==> src/rtl/ps2_rx_fifo.sv <==
// PS/2 keyboard receiver: pin synchronisers, 11-bit frame deframer with
// parity/stop/timeout checks, E0/F0 prefix decode and a decoded-code FIFO.
module ps2_rx_fifo #(
  parameter int SYNC_STAGES    = 2,
  parameter int TIMEOUT_CYCLES = 50000,
  parameter int FIFO_DEPTH     = 8
) (
  input  logic                             clock,
  input  logic                             reset,
  input  logic                             ps2_clock,
  input  logic                             ps2_data,
  output logic [7:0]                       code_out,
  output logic                             extended_out,
  output logic                             release_out,
  output logic                             code_valid,
  input  logic                             code_ready,
  output logic [$clog2(FIFO_DEPTH+1)-1:0]  fifo_count,
  output logic                             parity_error,
  output logic                             frame_error,
  output logic                             overflow
);
  localparam int CW = $clog2(FIFO_DEPTH+1);
  localparam int AW = $clog2(FIFO_DEPTH);
  localparam int TW = $clog2(TIMEOUT_CYCLES+1);

  typedef enum logic [1:0] {IDLE, DATA, PARITY, STOP} state_t;

  logic [SYNC_STAGES-1:0] clk_sync, dat_sync;
  logic                   clk_prev, fall, bit_in;

  // Idle bus level is high, so the chains reset to 1 to avoid a false edge.
  always_ff @(posedge clock) begin
    if (reset) begin
      clk_sync <= '1;
      dat_sync <= '1;
      clk_prev <= 1'b1;
      fall     <= 1'b0;
      bit_in   <= 1'b1;
    end else begin
      clk_sync <= {clk_sync[SYNC_STAGES-2:0], ps2_clock};
      dat_sync <= {dat_sync[SYNC_STAGES-2:0], ps2_data};
      clk_prev <= clk_sync[SYNC_STAGES-1];
      fall     <= clk_prev & ~clk_sync[SYNC_STAGES-1];
      bit_in   <= dat_sync[SYNC_STAGES-1];
    end
  end

  state_t        state;
  logic [2:0]    bit_idx;
  logic [7:0]    shreg;
  logic          par_bit;
  logic [TW-1:0] tcount;
  logic          e0, f0;
  logic          parity_ok, push;
  logic [9:0]    push_word;

  assign parity_ok = ^{shreg, par_bit};
  assign push      = (state == STOP) && fall && bit_in && parity_ok &&
                     (shreg != 8'hE0) && (shreg != 8'hF0);
  assign push_word = {e0, f0, shreg};

  always_ff @(posedge clock) begin
    if (reset) begin
      state        <= IDLE;
      bit_idx      <= '0;
      shreg        <= '0;
      par_bit      <= 1'b0;
      tcount       <= '0;
      e0           <= 1'b0;
      f0           <= 1'b0;
      parity_error <= 1'b0;
      frame_error  <= 1'b0;
    end else begin
      parity_error <= 1'b0;
      frame_error  <= 1'b0;
      if (state == IDLE) begin
        tcount <= '0;
        if (fall && !bit_in) begin
          state   <= DATA;
          bit_idx <= '0;
        end
      end else if (fall) begin
        tcount <= '0;
        case (state)
          DATA: begin
            shreg   <= {bit_in, shreg[7:1]};
            bit_idx <= bit_idx + 3'd1;
            if (bit_idx == 3'd7) state <= PARITY;
          end
          PARITY: begin
            par_bit <= bit_in;
            state   <= STOP;
          end
          STOP: begin
            state        <= IDLE;
            parity_error <= !parity_ok;
            frame_error  <= !bit_in;
            if (!parity_ok || !bit_in) begin
              e0 <= 1'b0;
              f0 <= 1'b0;
            end else if (shreg == 8'hE0) begin
              e0 <= 1'b1;
            end else if (shreg == 8'hF0) begin
              f0 <= 1'b1;
            end else begin
              e0 <= 1'b0;
              f0 <= 1'b0;
            end
          end
          default: state <= IDLE;
        endcase
      end else if (tcount == TW'(TIMEOUT_CYCLES-1)) begin
        // Stalled partial frame: abort and drop any pending prefix.
        frame_error <= 1'b1;
        state       <= IDLE;
        tcount      <= '0;
        e0          <= 1'b0;
        f0          <= 1'b0;
      end else begin
        tcount <= tcount + TW'(1);
      end
    end
  end

  logic [9:0]    mem [FIFO_DEPTH];
  logic [AW-1:0] rd_ptr, wr_ptr;
  logic          full, pop, do_push;

  assign code_valid = (fifo_count != '0);
  assign full       = (fifo_count == CW'(FIFO_DEPTH));
  assign pop        = code_valid && code_ready;
  assign do_push    = push && (!full || pop);

  // Gated by code_valid so the head reads zero whenever the FIFO is empty.
  assign code_out     = code_valid ? mem[rd_ptr][7:0] : 8'h00;
  assign release_out  = code_valid ? mem[rd_ptr][8]   : 1'b0;
  assign extended_out = code_valid ? mem[rd_ptr][9]   : 1'b0;

  always_ff @(posedge clock) begin
    if (do_push) mem[wr_ptr] <= push_word;
  end

  always_ff @(posedge clock) begin
    if (reset) begin
      rd_ptr     <= '0;
      wr_ptr     <= '0;
      fifo_count <= '0;
      overflow   <= 1'b0;
    end else begin
      overflow <= push && full && !pop;
      if (do_push) wr_ptr <= wr_ptr + AW'(1);
      if (pop)     rd_ptr <= rd_ptr + AW'(1);
      case ({do_push, pop})
        2'b10:   fifo_count <= fifo_count + CW'(1);
        2'b01:   fifo_count <= fifo_count - CW'(1);
        default: fifo_count <= fifo_count;
      endcase
    end
  end
endmodule

==> config.mk <==
export PLATFORM = sky130hd
export DESIGN_NAME = ps2_rx_fifo
export DESIGN_NICKNAME = d
export VERILOG_FILES = /design/src/rtl/ps2_rx_fifo.sv
export SDC_FILE = /design/constraint.sdc
export NUM_CORES = 1
export LEC_CHECK = 0
export ABC_AREA = 1
export CORE_MARGIN = 4
export CORE_UTILIZATION = 45
export DETAILED_ROUTE_END_ITERATION = 12
export GPL_TIMING_DRIVEN = 0
export PLACE_DENSITY_LB_ADDON = 0.1
export SYNTH_ARGS = -nofsm -noshare
export SYNTH_HDL_FRONTEND = slang
export SYNTH_SLANG_ARGS = --single-unit
export TNS_END_PERCENT = 10
==> constraint.sdc <==
create_clock -name clock -period 6.2 [get_ports clock]
set_clock_uncertainty 0.2 [all_clocks]
set_input_delay 1.24 -clock clock [delete_from_list [all_inputs] [get_ports clock]]
set_output_delay 1.24 -clock clock [all_outputs]
set_load 0.02 [all_outputs]
==> results.json <==
{
  "die_y_um": 121,
  "fin_hold_ws_ns": 0.207,
  "vias_per_cell": 5.10,
  "vias": 4114,
  "layout_commonest_cell": "nor2_1",
  "fmax_mhz": 245,
  "antenna_found_initial": 0,
  "ys_seq_area_share_pct": 61.4,
  "yosysUniqueCellTypes": 37,
  "rr_worst_depth": 11,
  "final_core_util_pct": 55.3,
  "powerDensity_mw_per_mm2": 296,
  "ant_nets": 0,
  "instances_no_fill": 806,
  "netlist.area_leader.share_pct": 42.1,
  "dpl_cell_area_mm2": 0.00614,
  "wire_per_inst_um": 15.3,
  "clockBufferDepth": 2,
  "leakagePower_nw": 2.56,
  "cp.arrival_ns": 2.64,
  "routabilityCongestion": 0.810,
  "hold_class": "reg -> reg",
  "slew_headroom_pct": 35.3,
  "cap_violations": 0,
  "diodes": 0,
  "grt.overflow.total": 0,
  "rsz0062_at_grt": "false",
  "dp_slack_ns": 2.51,
  "yosysTopAreaCell": "edfxtp_1",
  "drt-total-wl_um": 12400,
  "die_area_mm2": 0.0145,
  "slowest_stage": "clkdlybuf4s50_1",
  "avgSynthCellArea_um2": 9.75,
  "synth_area_leaders": "edfxtp_1, dfxtp_1, nor2_1",
  "critPathKind": "reg -> out",
  "yosysWarnings": 0,
  "postCtsHoldBufs": 0,
  "whs_endpoint": "dat_sync[1]",
  "final_area_mm2": 0.00676,
  "core_area_mm2": 0.0122,
  "drc": 0,
  "dpl.cell_count": 775,
  "rows": 40,
  "firstDrtPassIters": 4,
  "synth_nets": 600,
  "io_pins": 23,
  "cts_sinks": 135,
  "areaGrowthSynthToFinish_pct": 18.5,
  "numCtsBuffers": 17,
  "cts-root-buf": "clkbuf_16",
  "min_period_ns": 4.08,
  "min_path_cells": 1,
  "finalSetupTns_ns": 0,
  "path_delay_family": "buffers and inverters",
  "start_util_pct": 46.7,
  "hold_viol": 0,
  "grt_pass1_wl_um": 19900,
  "cts_setup_buffers": 0,
  "drt_iter0_markers": 308,
  "crit_path_start_kind": "flip-flop",
  "irDropWorstVdd_mv": 0.165,
  "syn_area_mm2": 0.00570,
  "r2r_slack_ns": 3.05,
  "worstPathRequired_ns": 4.76,
  "place_hpwl_um": 8370,
  "grt_usage_pct": 18.0,
  "period_share_pct": 65.7,
  "synth_seq_cells": 135,
  "setup_slack_ns": 2.12,
  "crit_fanout": 10,
  "cts_resized": 0,
  "h-tree-depth": 4,
  "grt_pass1_vias": 3911,
  "final_cell_mix": "nor2_1, edfxtp_1, nand2_1",
  "grt_max_degree": 17,
  "cts_tree": "built",
  "crit_buf_inv": 3,
  "port-buffer-count": 22,
  "syn_inst": 585,
  "rr_endpoint": "mem[6][8]",
  "path_cells": "inv_1 -> clkbuf_1 -> nor2_1 -> o22ai_1 -> o21ai_0 -> a31oi_1 -> clkdlybuf4s50_1",
  "report.final.slew_viol_count": 0,
  "setup_viol": 0,
  "min_from": "dat_sync[0]",
  "status": "finished clean",
  "drive_gt1_share_pct": 10.5,
  "r2r_start": "shreg[5]",
  "die_w_um": 121,
  "nets": 641,
  "path_clk_slew_ns": 0.06,
  "p_total_mw": 2.00,
  "max_stage_delay_ns": 0.64,
  "clkLatencyLatePin_ns": 0.41,
  "crit_path_end_kind": "primary output",
  "tightest_slew_ns": 0.968
}
## worst max path at each step
stage,startpoint,to,slack [ns],cells after the start
3_3_place_gp,code_ready,mem[5][3],2.12,7
3_5_place_dp,code_ready,mem[6][3],2.51,6
6_report,flip-flop,code_out[0],2.12,7
2_1_floorplan,fifo_count[2],code_out[0],3.08,7
5_1_grt,flip-flop,code_out[0],1.95,7
4_1_cts,flip-flop,code_out[0],2.10,7
## report_power, final
| group | total (mW) | switching (mW) | internal (mW) |
|---|---|---|---|
| clock network | 1.04 | 0.366 | 0.678 |
| registers | 0.942 | 0.00102 | 0.941 |
| logic | 0.0128 | 0.00659 | 0.00619 |
## per-layer routing
layer  GRT usage (%)  share of wire [%]  wire (um)  up-vias
li1                -                  -          -     2085
met1            23.0                 46       5640     1907
met2            29.1                 48       5910      103
met3            5.14                4.9        601       19
met4            6.73                1.8        219        0
met5               0                  0          0        -
## synthesized netlist by cell type, drive strengths merged
master and n:
nor3 18, nand4 4, nand2 85, o21ai 66, a41oi 1, clkinv 1
nor3b 2, a31oi 10, nand3 22, clkbuf 17, nor2 104, buf 2
o211ai 1, and3 1, inv 47, xor2 1, xnor2 1, a21boi 1
a21oi 37, o22ai 10, bufbuf 1, dfxtp 55, or2 8, ha 10
edfxtp 80
## layout make-up
cell class | count | area [um^2]
inverters | 48 | 181
well taps | 168 | 210
plain buffers | 20 | 98.8
repair buffers | 22 | 220
clock buffers | 18 | 439
fillers | 1131 | 5450
clock inverters | 13 | 180
multi-input cells | 382 | 1920
flip-flops and latches | 135 | 3500
## sequential cells by signal, summed over array words and instances, names as in the netlist, 3 cells and up, named ones only
register / flops
rd_ptr: 3
mem: 80
tcount: 16
bit_idx: 3
wr_ptr: 3
fifo_count: 4
shreg: 8
## logic make-up (layout without fill, tap and decap cells)
group	Yosys count	after routing	synth area share [%]
simple gates	244	244	19.4
flops	135	135	61.4
compound gates	126	126	11.7
buf+inv	68	121	4.91
fa+ha+maj	10	10	2.19
xor+xnor	2	2	0.307
Note: power is estimated with default switching activity, not from simulation.
